File: src/rtl/rng_ctrl_pkg.sv
// Shared definitions for the RNG-driven matrix fill controller: state encoding,
// counter widths and the dimension legality helper.
package rng_ctrl_pkg;

    localparam int ADDR_W = 5;
    localparam int DIM_W  = 3;

    typedef enum logic [2:0] {
        IDLE  = 3'd0,
        REQ   = 3'd1,
        WAIT  = 3'd2,
        WRITE = 3'd3,
        FIN   = 3'd4
    } state_t;

    function automatic logic dim_legal(input logic [DIM_W-1:0] d, input int max_dim);
        return (d != '0) && (int'(d) <= max_dim);
    endfunction

endpackage

File: src/rtl/rng_matrix_filler.sv
// Steps an external RNG once per element and writes each result into an m x n
// matrix store in row-major order, pulsing done after the last write.
module rng_matrix_filler
    import rng_ctrl_pkg::*;
#(
    parameter int WIDTH   = 8,
    parameter int MAX_DIM = 5,
    parameter int RNG_LAT = 1
) (
    input  logic              clk,
    input  logic              rst,
    input  logic              start,
    input  logic              abort,
    input  logic [DIM_W-1:0]  dim_m,
    input  logic [DIM_W-1:0]  dim_n,
    input  logic [WIDTH-1:0]  val_min,
    input  logic [WIDTH-1:0]  val_max,
    output logic              rng_en,
    output logic [WIDTH-1:0]  rng_min,
    output logic [WIDTH-1:0]  rng_max,
    input  logic [WIDTH-1:0]  rng_num,
    output logic              wr_en,
    output logic [ADDR_W-1:0] wr_addr,
    output logic [DIM_W-1:0]  wr_row,
    output logic [DIM_W-1:0]  wr_col,
    output logic [WIDTH-1:0]  wr_data,
    output logic              busy,
    output logic              done,
    output logic              err
);

    localparam int WAIT_W = (RNG_LAT > 1) ? $clog2(RNG_LAT) : 1;
    localparam logic [WAIT_W-1:0] WAIT_LAST = WAIT_W'(RNG_LAT - 1);

    state_t            state_reg;
    logic [DIM_W-1:0]  m_reg;
    logic [DIM_W-1:0]  n_reg;
    logic [WAIT_W-1:0] wait_cnt_reg;
    logic              params_ok;
    logic              last_elem;

    assign params_ok = dim_legal(dim_m, MAX_DIM) && dim_legal(dim_n, MAX_DIM)
                       && (val_min <= val_max);
    assign last_elem = (wr_row == m_reg - DIM_W'(1)) && (wr_col == n_reg - DIM_W'(1));

    // The RNG result is only meaningful while writing, so it is passed straight through.
    assign wr_data = (state_reg == WRITE) ? rng_num : '0;

    always_ff @(posedge clk or posedge rst) begin
        if (rst) begin
            state_reg    <= IDLE;
            m_reg        <= '0;
            n_reg        <= '0;
            wait_cnt_reg <= '0;
            rng_en       <= 1'b0;
            rng_min      <= '0;
            rng_max      <= '1;
            wr_en        <= 1'b0;
            wr_addr      <= '0;
            wr_row       <= '0;
            wr_col       <= '0;
            busy         <= 1'b0;
            done         <= 1'b0;
            err          <= 1'b0;
        end else begin
            rng_en <= 1'b0;
            wr_en  <= 1'b0;
            done   <= 1'b0;
            err    <= 1'b0;
            if (state_reg != IDLE && abort) begin
                state_reg <= IDLE;
                busy      <= 1'b0;
            end else begin
                case (state_reg)
                    IDLE: begin
                        if (start && !abort) begin
                            if (params_ok) begin
                                m_reg     <= dim_m;
                                n_reg     <= dim_n;
                                rng_min   <= val_min;
                                rng_max   <= val_max;
                                wr_addr   <= '0;
                                wr_row    <= '0;
                                wr_col    <= '0;
                                rng_en    <= 1'b1;
                                busy      <= 1'b1;
                                state_reg <= REQ;
                            end else begin
                                err <= 1'b1;
                            end
                        end
                    end
                    REQ: begin
                        wait_cnt_reg <= '0;
                        state_reg    <= WAIT;
                    end
                    WAIT: begin
                        if (wait_cnt_reg == WAIT_LAST) begin
                            wr_en     <= 1'b1;
                            state_reg <= WRITE;
                        end else begin
                            wait_cnt_reg <= wait_cnt_reg + WAIT_W'(1);
                        end
                    end
                    WRITE: begin
                        if (last_elem) begin
                            done      <= 1'b1;
                            state_reg <= FIN;
                        end else begin
                            // Counters move to the next element only after its write cycle.
                            wr_addr <= wr_addr + ADDR_W'(1);
                            if (wr_col == n_reg - DIM_W'(1)) begin
                                wr_col <= '0;
                                wr_row <= wr_row + DIM_W'(1);
                            end else begin
                                wr_col <= wr_col + DIM_W'(1);
                            end
                            rng_en    <= 1'b1;
                            state_reg <= REQ;
                        end
                    end
                    FIN: begin
                        busy      <= 1'b0;
                        state_reg <= IDLE;
                    end
                    default: begin
                        busy      <= 1'b0;
                        state_reg <= IDLE;
                    end
                endcase
            end
        end
    end

endmodule
File: config.mk
export PLATFORM = sky130hd
export DESIGN_NAME = rng_matrix_filler
export DESIGN_NICKNAME = d
export VERILOG_FILES = /design/src/rtl/rng_ctrl_pkg.sv /design/src/rtl/rng_matrix_filler.sv
export SDC_FILE = /design/constraint.sdc
export NUM_CORES = 1
export LEC_CHECK = 0
export ABC_AREA = 1
export CAP_MARGIN = 20
export CORE_UTILIZATION = 30
export DETAILED_ROUTE_END_ITERATION = 7
export GPL_TIMING_DRIVEN = 1
export SLEW_MARGIN = 10
export SYNTH_ARGS = -nofsm -noshare
export SYNTH_HDL_FRONTEND = slang
export SYNTH_SLANG_ARGS = --single-unit
export TNS_END_PERCENT = 50
File: constraint.sdc
create_clock -name clk -period 2.5 [get_ports clk]
set_input_delay 0.375 -clock clk [delete_from_list [all_inputs] [get_ports clk]]
set_output_delay 0.375 -clock clk [all_outputs]
set_load 0.005 [all_outputs]
==> key figures, run 1 <==
STA
  – Final setup TNS: 0 ns
  – Achievable frequency: 462 MHz
  – Fin crit share: 0.866
  – Min Tclk post-route: 2.17 ns
  – Final Hold Viols: 0
  – Setup Skew: roughly 0.009 ns
  – Final max-slew violation count: 0
  – RSZ-0062 raised after global routing: no
  – Headroom to the max-slew limit: 0.652
  – Number of setup violations in the final report: 0
  – Worst-margin pin slew: between 0.5 and 0.6 ns
  – WHS: ~0.48 ns

Setup path
  – CP arrival: roughly 1.8 ns
  – Flop2flop setup slack: ~0.63 ns
  – Crit Path Class: reg -> out
  – R2r endpoint: wr_col[1]$_DFFE_PP0P_
  – CP max FO: 9
  – Worst reg-to-reg path cell count: 13
  – R2r startpoint: n_reg[0]$_DFFE_PP0P_
  – CP Capture Type: output port
  – Critical Path Source Type: register
  – Required @ worst endpoint: ~2.1 ns

Global routing
  – Largest net degree at the start of global routing: 42
  – Total grt overflow: 0
  – First-pass GRT wire length: around 8500 um
  – Tot GR Track Use: 0.138
  – Vias in the first global route: 1,900
  – Initial antenna violation count: 0

Die
  – Core ar.: 7330 um^2
  – Die footprint: approximately 8000 um^2
  – Chip height: 89.4 um
  – Die width: 89.4 um
  – FP Rows: 31
  – I/O Pins: between 70 and 80
  – Initial core utilization: 0.313

Drt
  – DR DRC count: 0
  – Vias: 2,039
  – Total Wirelength: 5020 um
  – Antenna Nets Post-Route: 0
  – Number of vias per cell: 4.30
  – Detailed Routing Iterations Pass 1: 4
  – Routed len/inst: about 11 um
  – First DRT Iteration DRCs: between 90 and 100

Worst hold path
  – Worst Hold Launch: rng_max[7]$_DFFE_PP1P_
  – Tightest Hold Check Type: reg -> reg
  – Worst hold path depth: 2
  – Hold endpoint: rng_max[7]$_DFFE_PP1P_

Clock tree
  – CTS root buffer: clkbuf_8
  – Clk sinks: between 40 and 50
  – Cts hold-fix bufs: 0
  – Post-CTS sizing: 0
  – Worst-skew pair later-pin latency: roughly 0.30 ns
  – Reg clk slew, reported paths: about 0.08 ns
  – Longest Clk Path Bufs: 2
  – H-tree depth: 2
  – TritonCTS clock tree: done
  – Num CTS Buffers: 5
  – Setup bufs post-CTS: 0

Power and ir drop
  – Pleak: ~1.6 nW
  – Cell Pwr Density: ~880 nW/um^2
  – PnR Total Power: roughly 2.8 mW
  – Worst IR drop on VDD: 0.000520 V

Cells and area
  – Nets: around 420
  – # diodes: 0
  – Fin util: 0.437
  – Non-filler instance count after layout: between 400 and 500
  – Registers with the most flip-flops: rng_max x8, rng_min x8, wr_addr x5
  – Area Growth Syn to Fin: 39.7%
  – Share of cells above drive strength 1: 0.0773

Yosys
  – Commonest cells in the netlist: nand2_1, inv_1, dfrtp_1, nor2_1, nand3_1
  – Syn Std Cell Area: 2290 um^2
  – EDFF count, synth: 0
  – Seq/Total Area, Yosys: 0.452
  – Top cells by area, synth: dfrtp_1, nand2_1, dfstp_2
  – Ys async rst share: 1.00
  – Share of the synthesized area in the top cell type: 0.360
  – Post-synthesis register bit count: 41
  – Synth Area per Inst: just under 8 um^2
  – Syn Inst Count: around 300
  – Area leader, netlist: dfrtp_1
  – Distinct cells, synth: 28
  – Yosys warns: 0
  – Most frequent cell after synthesis: nand2_1
  – Synth Net Count: 345
  – Most common flop cell mapped by yosys: dfrtp_1

Placement
  – Placed wire-length estimate: 3870 um
  – Routability cong.: ~0.73
  – Port Buf Inserts: 73
  – Placed Cells: between 400 and 500

Flow run
  – Max-Cap Viols: 0

Status
  – Status: complete, no violations
[critical path: stages (launching register included)]
cell	delay [ns]
dfrtp_1	0.47
nand2_1	0.10
nor2_2	0.13
inv_1	0.15
nor2_1	0.14
clkdlybuf4s50_1	0.51
[cells in the final DEF, fill, tap and decap left out, types with 3 or more instances in the layout]
master | Yosys | layout
dfrtp_1 | 33 | 33
xor2_1 | 3 | 3
nand2_1 | 105 | 105
nor2_1 | 30 | 30
nand3_1 | 16 | 16
nor3_1 | 6 | 6
inv_2 | 3 | 3
inv_1 | 39 | 39
o21ai_0 | 13 | 13
buf_4 | 3 | 3
clkbuf_8 | 0 | 5
dfstp_2 | 8 | 8
clkdlybuf4s50_1 | 0 | 73
ha_1 | 13 | 13
a21oi_1 | 5 | 5
[cells by family after synthesis]
logic type,after synthesis,share of synthesized area
flops,41,0.452
simple gates,169,0.318
xor+xnor,5,0.0191
compound gates,21,0.0469
buf+inv,49,0.0928
fa+ha+maj,13,0.0710
[worst max-delay path by stage]
| stage | cells after the start | end | from | slack (ns) |
|---|---|---|---|---|
| floorplan | 13 | wr_addr[0]$_DFFE_PP0P_ | n_reg[0]$_DFFE_PP0P_ | 0.86 |
| global placement | 13 | wr_addr[1]$_DFFE_PP0P_ | val_max[5] | 0.12 |
| detailed placement | 12 | wr_addr[3]$_DFFE_PP0P_ | val_max[7] | 0.08 |
| CTS | 5 | wr_data[6] | state_reg[0]$_DFFE_PP0P_ | 0.32 |
| global route | 12 | wr_col[1]$_DFFE_PP0P_ | val_max[7] | 0.18 |
| finish | 5 | wr_data[6] | state_reg[0]$_DFFE_PP0P_ | 0.33 |
[final cells by class]
| class | count | area [um^2] |
|---|---|---|
| Timing Repair Buffer | 76 | 753 |
| Sequential cell | 41 | 1040 |
| Tap cell | 99 | 124 |
| Fill cell | 708 | 4130 |
| Inverter | 42 | 158 |
| Multi-Input combinational cell | 208 | 1040 |
| Clock inverter | 2 | 15.0 |
| Clock buffer | 6 | 72.6 |
[layer usage]
| layer | track usage | share of wire |
|---|---|---|
| met5 | 0 | 0 |
| met4 | 0.0433 | 0.012 |
| met3 | 0.0351 | 0.048 |
| met2 | 0.222 | 0.47 |
| met1 | 0.183 | 0.47 |
[power breakdown]
part	total (mW)	internal, mW	switching, mW
combinational	1.25	0.646	0.606
clock	0.431	0.197	0.234
sequential	1.13	0.950	0.176
total	2.81	1.79	1.02
[stage by stage]
step,cell area [um^2],setup slack [ns]
finish,3200,0.334
global route,3200,0.182
CTS,3200,0.325
detailed placement,3110,0.0843
global placement,3110,0.123
floorplan,2290,0.864
No activity file was read; power rests on OpenSTA's default activity.
==> inputs of run 2 (changes only) <==
- SLEW_MARGIN: 10 -> 25
==> results of run 2 <==
Same layout as run 1: the final DEF is identical, and so are final timing and power.
==> inputs of run 3 (changes only) <==
- DONT_BUFFER_PORTS: default -> 1
==> run 3 against run 2 <==
Compared with the run above:
- via count fell by 15%
- sequential power increased by 4%
- setup slack gained 0.30 ns
- die area did not move
- combinational power down 38%
- cell area shrank 23%
- clock power down 3%
- sequential share of layout area rose by 9.9 points
- non-clock buffer count fell by 75
- critical path depth shrank 1
- clock skew is essentially flat
- total power fell by 16%
==> key figures, run 3 (same netlist as run 1, synthesis figures left out) <==
Setup path
  – Critical Path Source Type: register
  – CP arrival: 1.49 ns (-0.30 ns)
  – Crit Path Class: reg -> out
  – CP Capture Type: output port
  – Required @ worst endpoint: 2.12 ns (about the same)
  – CP top delay family: flip-flops
  – Worst path slowest cell: dfrtp_1
  – CP peak stage delay: 0.47 ns (-0.04 ns)
  – Buf/Inv on CP: 1 (-1)
  – CP max FO: 20 (+11)
  – CP Cell Sequence: nand2_1, nor2_2, inv_1, nor2_1

STA
  – Final setup TNS: 0 ns (unchanged)
  – Worst-margin pin slew: 0.598 ns (+0.0769 ns)
  – Number of setup violations in the final report: 0 (unchanged)
  – Headroom to the max-slew limit: 0.601 (-0.0517)
  – Fin crit share: 0.748 (-0.119)
  – WHS: 0.0944 ns (-0.381 ns)
  – Final max-slew violation count: 0 (unchanged)
  – Achievable frequency: 535 MHz (+16%)
  – Min Tclk post-route: 1.87 ns (-0.297 ns)
  – Setup Skew: 0.00920 ns (+0.000175 ns)
  – RSZ-0062 raised after global routing: no
  – Final Hold Viols: 0 (unchanged)

Clock tree
  – H-tree depth: 2 (unchanged)
  – Cts hold-fix bufs: 0 (unchanged)
  – Num CTS Buffers: 5 (unchanged)
  – Setup bufs post-CTS: 0 (unchanged)
  – Worst-skew pair later-pin latency: 0.29 ns (about the same)
  – Reg clk slew, reported paths: 0.08 ns (about the same)
  – Clk sinks: 41 (unchanged)
  – TritonCTS clock tree: done
  – Longest Clk Path Bufs: 2 (unchanged)
  – CTS root buffer: clkbuf_8
  – Post-CTS sizing: 0 (unchanged)

Drt
  – Routed len/inst: 11.7 um (+10%)
  – Number of vias per cell: 4.35 (+1.2%)
  – Vias: 1,737 (-15%)
  – Total Wirelength: 4650 um (-7.4%)
  – Detailed Routing Iterations Pass 1: 4 (unchanged)
  – First DRT Iteration DRCs: 80 (-14%)
  – Antenna Nets Post-Route: 0 (unchanged)
  – DR DRC count: 0 (unchanged)

Die
  – Initial core utilization: 0.313 (unchanged)
  – I/O Pins: 74 (unchanged)
  – Die footprint: 7990 um^2 (unchanged)
  – FP Rows: 31 (unchanged)
  – Core ar.: 7330 um^2 (unchanged)
  – Chip height: 89.4 um (unchanged)
  – Die width: 89.4 um (unchanged)

Global routing
  – Initial antenna violation count: 0 (unchanged)
  – Vias in the first global route: 1,731 (-8.9%)
  – First-pass GRT wire length: 7930 um (-6.8%)
  – Largest net degree at the start of global routing: 42 (unchanged)
  – Tot GR Track Use: 0.131 (-0.00709)
  – Total grt overflow: 0 (unchanged)

Cells and area
  – Nets: 346 (-18%)
  – Area Growth Syn to Fin: 6.93%
  – Commonest cells after routing, fill and taps aside: nand2_1, inv_1, dfrtp_1, nor2_1, nand3_1
  – Share of cells above drive strength 1: 0.0900 (+0.0127)
  – Commonest non-fill, non-tap cell in the layout: nand2_1
  – # diodes: 0 (unchanged)
  – Registers with the most flip-flops: rng_max x8, rng_min x8, wr_addr x5

Power and ir drop
  – Register share of total power: 0.497 (+0.096)
  – Worst IR drop on VDD: 0.000345 V (-34%)
  – Comb pwr share: 0.326 (-0.120)
  – Switching share of power: 0.397 (+0.0349)
  – Psw: 940 uW (-7.5%)
  – Pleak: 1.31 nW (-17%)
  – Internal power: 1.43 mW (-20%)
  – Clock Power Share: 0.177 (+0.024)
  – Cell Pwr Density: 967 nW/um^2 (+10%)

Flow run
  – Max-Cap Viols: 0 (unchanged)

Status
  – Status: complete, no violations

Placement
  – Port Buf Inserts: 0 (-100%)
  – Placed wire-length estimate: 3550 um (-8.3%)
  – Routability cong.: 0.751 (+2.6%)

Worst hold path
  – Tightest Hold Check Type: in -> async
run 3: cell count changes in the layout (fill, tap and decap cells not counted), sizes merged:
cell,previous run,this run
clkinvlp,2,0
clkinv,0,2
buf,3,1
clkdlybuf4s50,73,0
run 3: layout make-up:
cell class,instances,area [um^2]
multi-input cells,208,1040
inverters,42,158
clock inverters,2,10.0
clock buffers,6,72.6
well taps,99,124
repair buffers,1,7.51
flip-flops and latches,41,1040
fillers,775,4880
run 3: power by group through the flow:
stage / registers, mW / clock network [mW] / logic [mW]
final: 1.18 / 0.418 / 0.773
after global routing: 1.21 / 0.474 / 0.918
after CTS: 1.19 / 0.444 / 0.792
after detailed placement: 1.19 / 0 / 0.788
after global placement: 1.19 / 0 / 0.760
after floorplan: 1.12 / 0 / 0.681
run 3: per-layer routing:
layer	GRT usage	vias to the layer above	share of wire
met5	0	-	0
met2	0.213	46	0.46
met1	0.156	773	0.43
met4	0.0476	0	0.014
li1	-	913	-
met3	0.0545	5	0.094
run 3: final timing paths:
check	from	to	slack [ns]	depth (start not counted)
min	rst	rng_min[2]$_DFFE_PP0P_	0.09	2
max	state_reg[0]$_DFFE_PP0P_	wr_data[5]	0.63	4
min reg2reg	rng_max[0]$_DFFE_PP1P_	rng_max[0]$_DFFE_PP1P_	0.49	2
max in group asynchronous	rst	rng_max[6]$_DFFE_PP1P_	2.04	2
min in group clk	abort	state_reg[2]$_DFFE_PP0P_	0.15	1
max reg2reg	n_reg[0]$_DFFE_PP0P_	wr_addr[3]$_DFFE_PP0P_	0.65	13
run 3: through the flow:
| step | total power, mW | instance area [um^2] | std cells | utilization | setup WS [ns] |
|---|---|---|---|---|---|
| 3_3_place_gp | 1.95 | 2370 | 391 | 0.323 | 0.454 |
| 6_report | 2.37 | 2450 | 399 | 0.334 | 0.631 |
| 5_1_grt | 2.60 | 2450 | 399 | 0.334 | 0.415 |
| 2_1_floorplan | 1.80 | 2290 | 298 | - | 0.864 |
| 4_1_cts | 2.42 | 2450 | 399 | 0.334 | 0.590 |
| 3_5_place_dp | 1.98 | 2370 | 391 | 0.323 | 0.416 |
